File: src/rtl/mul_share_ctrl.sv
// Two-requester round-robin front end for one shared combinational Booth multiplier.
// Optional MUL_SHARE_PERF_EN adds saturating per-requester grant counters.

module multiplier #(
  parameter int unsigned N = 11
) (
  input  logic [N-1:0]   A,
  input  logic [N-1:0]   B,
  output logic [2*N-1:0] result
);

  logic [2*N-1:0] acc;
  logic [2*N-1:0] b_ext;
  logic           prev;

  // Radix-2 Booth recoding of A; both operands are two's complement.
  always_comb begin
    acc   = '0;
    b_ext = {{N{B[N-1]}}, B};
    prev  = 1'b0;
    for (int unsigned i = 0; i < N; i++) begin
      case ({A[i], prev})
        2'b01:   acc = acc + (b_ext << i);
        2'b10:   acc = acc - (b_ext << i);
        default: acc = acc;
      endcase
      prev = A[i];
    end
    result = acc;
  end

endmodule

module mul_share_ctrl #(
  parameter int unsigned N     = 11,
  parameter int unsigned CNT_W = 16
) (
  input  logic             clk,
  input  logic             rst_n,
  input  logic             req0_valid_i,
  output logic             req0_ready_o,
  input  logic [N-1:0]     req0_a_i,
  input  logic [N-1:0]     req0_b_i,
  input  logic             req1_valid_i,
  output logic             req1_ready_o,
  input  logic [N-1:0]     req1_a_i,
  input  logic [N-1:0]     req1_b_i,
  output logic             rsp_valid_o,
  input  logic             rsp_ready_i,
  output logic             rsp_id_o,
  output logic [2*N-1:0]   rsp_result_o
`ifdef MUL_SHARE_PERF_EN
  ,
  output logic [CNT_W-1:0] grant_cnt0_o,
  output logic [CNT_W-1:0] grant_cnt1_o
`endif
);

  typedef enum logic [1:0] {
    IDLE,
    CALC,
    RESP
  } state_e;

  state_e         state_q, state_d;
  logic           last_grant_q, last_grant_d;
  logic           id_q, id_d;
  logic [N-1:0]   op_a_q, op_a_d;
  logic [N-1:0]   op_b_q, op_b_d;
  logic [2*N-1:0] result_q, result_d;
  logic [2*N-1:0] mul_result;
  logic           grant0, grant1;

  multiplier #(.N(N)) u_mul (
    .A      (op_a_q),
    .B      (op_b_q),
    .result (mul_result)
  );

  always_comb begin
    state_d      = state_q;
    last_grant_d = last_grant_q;
    id_d         = id_q;
    op_a_d       = op_a_q;
    op_b_d       = op_b_q;
    result_d     = result_q;
    req0_ready_o = 1'b0;
    req1_ready_o = 1'b0;
    // On a tie the requester that did not win last time is served.
    grant0 = (state_q == IDLE) && req0_valid_i && (!req1_valid_i || last_grant_q);
    grant1 = (state_q == IDLE) && req1_valid_i && (!req0_valid_i || !last_grant_q);
    case (state_q)
      IDLE: begin
        if (grant0) begin
          req0_ready_o = 1'b1;
          op_a_d       = req0_a_i;
          op_b_d       = req0_b_i;
          id_d         = 1'b0;
          last_grant_d = 1'b0;
          state_d      = CALC;
        end else if (grant1) begin
          req1_ready_o = 1'b1;
          op_a_d       = req1_a_i;
          op_b_d       = req1_b_i;
          id_d         = 1'b1;
          last_grant_d = 1'b1;
          state_d      = CALC;
        end
      end
      CALC: begin
        result_d = mul_result;
        state_d  = RESP;
      end
      RESP: begin
        if (rsp_ready_i) state_d = IDLE;
      end
      default: state_d = IDLE;
    endcase
  end

  always_ff @(posedge clk or negedge rst_n) begin
    if (!rst_n) begin
      state_q      <= IDLE;
      last_grant_q <= 1'b1;
      id_q         <= 1'b0;
      op_a_q       <= '0;
      op_b_q       <= '0;
      result_q     <= '0;
    end else begin
      state_q      <= state_d;
      last_grant_q <= last_grant_d;
      id_q         <= id_d;
      op_a_q       <= op_a_d;
      op_b_q       <= op_b_d;
      result_q     <= result_d;
    end
  end

  assign rsp_valid_o  = (state_q == RESP);
  assign rsp_id_o     = id_q;
  assign rsp_result_o = result_q;

`ifdef MUL_SHARE_PERF_EN
  logic [CNT_W-1:0] cnt0_q, cnt0_d;
  logic [CNT_W-1:0] cnt1_q, cnt1_d;

  always_comb begin
    cnt0_d = cnt0_q;
    cnt1_d = cnt1_q;
    if (grant0 && (cnt0_q != '1)) cnt0_d = cnt0_q + 1'b1;
    if (grant1 && (cnt1_q != '1)) cnt1_d = cnt1_q + 1'b1;
  end

  always_ff @(posedge clk or negedge rst_n) begin
    if (!rst_n) begin
      cnt0_q <= '0;
      cnt1_q <= '0;
    end else begin
      cnt0_q <= cnt0_d;
      cnt1_q <= cnt1_d;
    end
  end

  assign grant_cnt0_o = cnt0_q;
  assign grant_cnt1_o = cnt1_q;
`else
  logic [CNT_W-1:0] unused_cnt;
  assign unused_cnt = '0;
`endif

endmodule

File: config.mk
export PLATFORM = sky130hd
export DESIGN_NAME = mul_share_ctrl
export DESIGN_NICKNAME = d
export VERILOG_FILES = /design/src/rtl/mul_share_ctrl.sv
export SDC_FILE = /design/constraint.sdc
export NUM_CORES = 1
export LEC_CHECK = 0
export CORE_ASPECT_RATIO = 2
export CORE_UTILIZATION = 60
export DETAILED_ROUTE_END_ITERATION = 10
export GPL_ROUTABILITY_DRIVEN = 0
export MAX_ROUTING_LAYER = met4
export PLACE_DENSITY = 0.83
export SYNTH_ARGS = -nofsm -noshare
export SYNTH_HDL_FRONTEND = slang
export SYNTH_SLANG_ARGS = --single-unit
File: constraint.sdc
create_clock -name clk -period 21 [get_ports clk]
set_input_delay 5.25 -clock clk [delete_from_list [all_inputs] [get_ports clk]]
set_output_delay 5.25 -clock clk [all_outputs]
set_load 0.01 [all_outputs]
==> flow_metrics.env <==
export IMPL_slew_headroom_pct=23.9
export IMPL_cts_resized=0
export IMPL_grt_max_degree=53
export IMPL_htree_levels=2
export IMPL_syn2layout_area_growth_pct=6.93
export IMPL_drtPass1Iterations=6
export IMPL_finalClockSkew_ps=6.62
export IMPL_holdWs_ps=491
export IMPL_dieWidth_um=109
export IMPL_antenna_found_initial=0
export IMPL_fp_row_count=78
export IMPL_placed_cell_area_um2=14700
export IMPL_via_per_inst=6.54
export IMPL_synth_warnings=0
export IMPL_diodes=0
export IMPL_numPortBuffers=74
export IMPL_vias=14500
export IMPL_cp_required_ps=21170
export IMPL_final_setup_viol_count=0
export IMPL_worst_setup_path_start_kind="flip-flop"
export IMPL_cts_tree="yes"
export IMPL_synth_compound_area_share_pct=27.6
export IMPL_cts_root_buf="clkbuf_16"
export IMPL_tightest_slew_ps=1140
export IMPL_postCtsHoldBufs=0
export IMPL_grt_pass1_vias=14700
export IMPL_max_cap_viol_count=0
export IMPL_synth_edff_count=0
export IMPL_final_cell_area_um2=14800
export IMPL_layout_commonest_cell="nor2_1"
export IMPL_rsz0062_at_grt="no"
export IMPL_ant_nets=0
export IMPL_wl_per_cell_um=18.7
export IMPL_insertion_delay_ps=310
export IMPL_synthesis_nets=2153
export IMPL_crit_top_cell="ha_1"
export IMPL_crit_arrival_ps=18880
export IMPL_clock_sinks=48
export IMPL_cts_buffer_depth=2
export IMPL_endpoint_kind="flip-flop"
export IMPL_maxSlewViolCount=0
export IMPL_start_util_pct=61.2
export IMPL_netlist_area_um2=13900
export IMPL_die_h_um=217
export IMPL_cp_max_fo=30
export IMPL_ff2ff_setup_slack_ps=2290
export IMPL_avgSynthCellArea_um2=7.12
export IMPL_syn_inst=1947
export IMPL_status="completed"
export IMPL_gr_total_overflow=0
export IMPL_fin_nets=2145
export IMPL_core_area_um2=22600
export IMPL_final_hold_viol_count=0
export IMPL_fin_tns_setup_ps=0
export IMPL_dieArea_um2=23700
export IMPL_io_pins=75
export IMPL_track_usage_pct=36.8
export IMPL_postCtsSetupRepairBufs=0
export IMPL_wirelength_um=41600
export IMPL_synthArstFlopShare_pct=100
export IMPL_synth_top_family_by_area="compound AO/OA/AOI/OAI gates"
export IMPL_post_route_period_util_pct=89.1
export IMPL_path_clk_slew_ps=70
export IMPL_period_needed_ps=18710
export IMPL_synth_xor_area_share_pct=14.4
export IMPL_synth_area_mux_share_pct=5.64
export IMPL_ys_seq_elements=48
export IMPL_ys_seq_area_share_pct=8.68
export IMPL_critPathKind="flip-flop to flip-flop"
export IMPL_worst_hold_path_type="flip-flop to flip-flop"
export IMPL_grt_pass1_wl_um=67700
export IMPL_layout_drive_gt1_share_pct=6.96
export IMPL_critPathMaxStageDelay_ps=1050
export IMPL_slowest_stage="dfrtp_1"
export IMPL_drc=0
export IMPL_dp_hpwl_um=33100
export IMPL_ys_flop_type="dfrtp_1"
export IMPL_synthAdderAreaFrac_pct=14.9
export IMPL_clock_fmax_mhz=53.5
export IMPL_drtIter0Drc=845
export IMPL_synth_simple_gate_area_share_pct=23.0
export IMPL_numCtsBuffers=5
export IMPL_fin_util_pct=65.4
export IMPL_final_cell_mix="nor2_1, nand2_1, xnor2_1"
export IMPL_yosysUniqueCellTypes=114
[registers in the layout, indices dropped and copies added, names as in the netlist]
signal        flops
last_grant_q      1
op_a_q           11
op_b_q           11
rsp_id_o          1
rsp_result_o     22
state_q           2
[final cells by class]
| class | count | area, µm² |
|---|---|---|
| Clock inverter | 2 | 13.8 |
| Sequential cell | 48 | 1200 |
| Fill cell | 1965 | 7820 |
| Timing Repair Buffer | 93 | 878 |
| Inverter | 100 | 375 |
| Clock buffer | 6 | 139 |
| Multi-Input combinational cell | 1691 | 11900 |
| Tap cell | 280 | 350 |
[worst max-delay path: cells and delay by family, from the launching register on]
kind / cells / cell delay [ps]
mux: 2 / 570
buf+inv: 5 / 1020
flops: 1 / 1050
fa+ha+maj: 11 / 3920
simple gates: 15 / 2670
compound gates: 27 / 6780
xor+xnor: 14 / 2520
[metrics by stage]
step | setup slack [ps] | cells
after floorplan | 5340 | 1947
after global placement | 3200 | 2212
after detailed placement | 2820 | 2212
after CTS | 2670 | 2220
after global routing | 903 | 2220
final | 2290 | 2220
[synthesized netlist by cell type (8+ instances only)]
cell / n / area [µm²]
nor2_1: 238 / 893
nand2_1: 198 / 743
xnor2_1: 173 / 1520
a21oi_1: 163 / 816
ha_1: 147 / 1840
o21ai_0: 101 / 505
inv_1: 93 / 349
clkbuf_1: 81 / 304
a21o_1: 63 / 473
dfrtp_1: 47 / 1180
xor2_1: 42 / 368
a31oi_1: 40 / 250
mux2_2: 38 / 428
nand3_1: 37 / 185
nor3_1: 36 / 180
mux2i_1: 32 / 320
o21bai_1: 29 / 218
and2_1: 21 / 131
nand2b_1: 19 / 119
nor2b_1: 19 / 119
buf_1: 17 / 63.8
o21a_1: 17 / 128
o31ai_1: 16 / 120
and3_1: 14 / 87.6
nor4_1: 11 / 68.8
or3_1: 11 / 68.8
a211oi_1: 10 / 75.1
fa_1: 10 / 200
or2_2: 10 / 62.6
o21ai_1: 9 / 45.0
o2111ai_1: 8 / 70.1
[layer usage]
metal  global-route usage, %  vias to the layer above  part of all wire [%]
met3                    3.65                      266                   4.9
met1                    34.5                     6697                    34
met5                       -                        -                     0
met4                    30.3                        0                   9.0
met2                    65.8                      632                    52
li1                        -                     6916                     -
[final timing paths]
kind,from,end,depth (start not counted)
max in group asynchronous,rst_n,op_b_q[10]$_DFFE_PN0P_,1
hold / removal,rsp_result_o[6]$_DFFE_PN0N_,rsp_result_o[6]$_DFFE_PN0N_,2
setup / recovery,op_a_q[0]$_DFFE_PN0P_,rsp_result_o[21]$_DFFE_PN0N_,74
min in group asynchronous,rst_n,rsp_result_o[11]$_DFFE_PN0N_,1
hold reg to reg,rsp_result_o[6]$_DFFE_PN0N_,rsp_result_o[6]$_DFFE_PN0N_,2
setup reg to reg,op_a_q[0]$_DFFE_PN0P_,rsp_result_o[21]$_DFFE_PN0N_,74
[cell families (layout without fill, tap and decap cells)]
group / count (synthesis) / count (layout)
simple gates: 672 / 672
compound gates: 568 / 568
xor+xnor: 220 / 220
buf+inv: 208 / 201
fa+ha+maj: 159 / 159
mux: 72 / 72
flops: 48 / 48
Power is left out: the tool's default activity adds up to more than one toggle a clock period on the data nets, which glitch-free logic cannot reach.
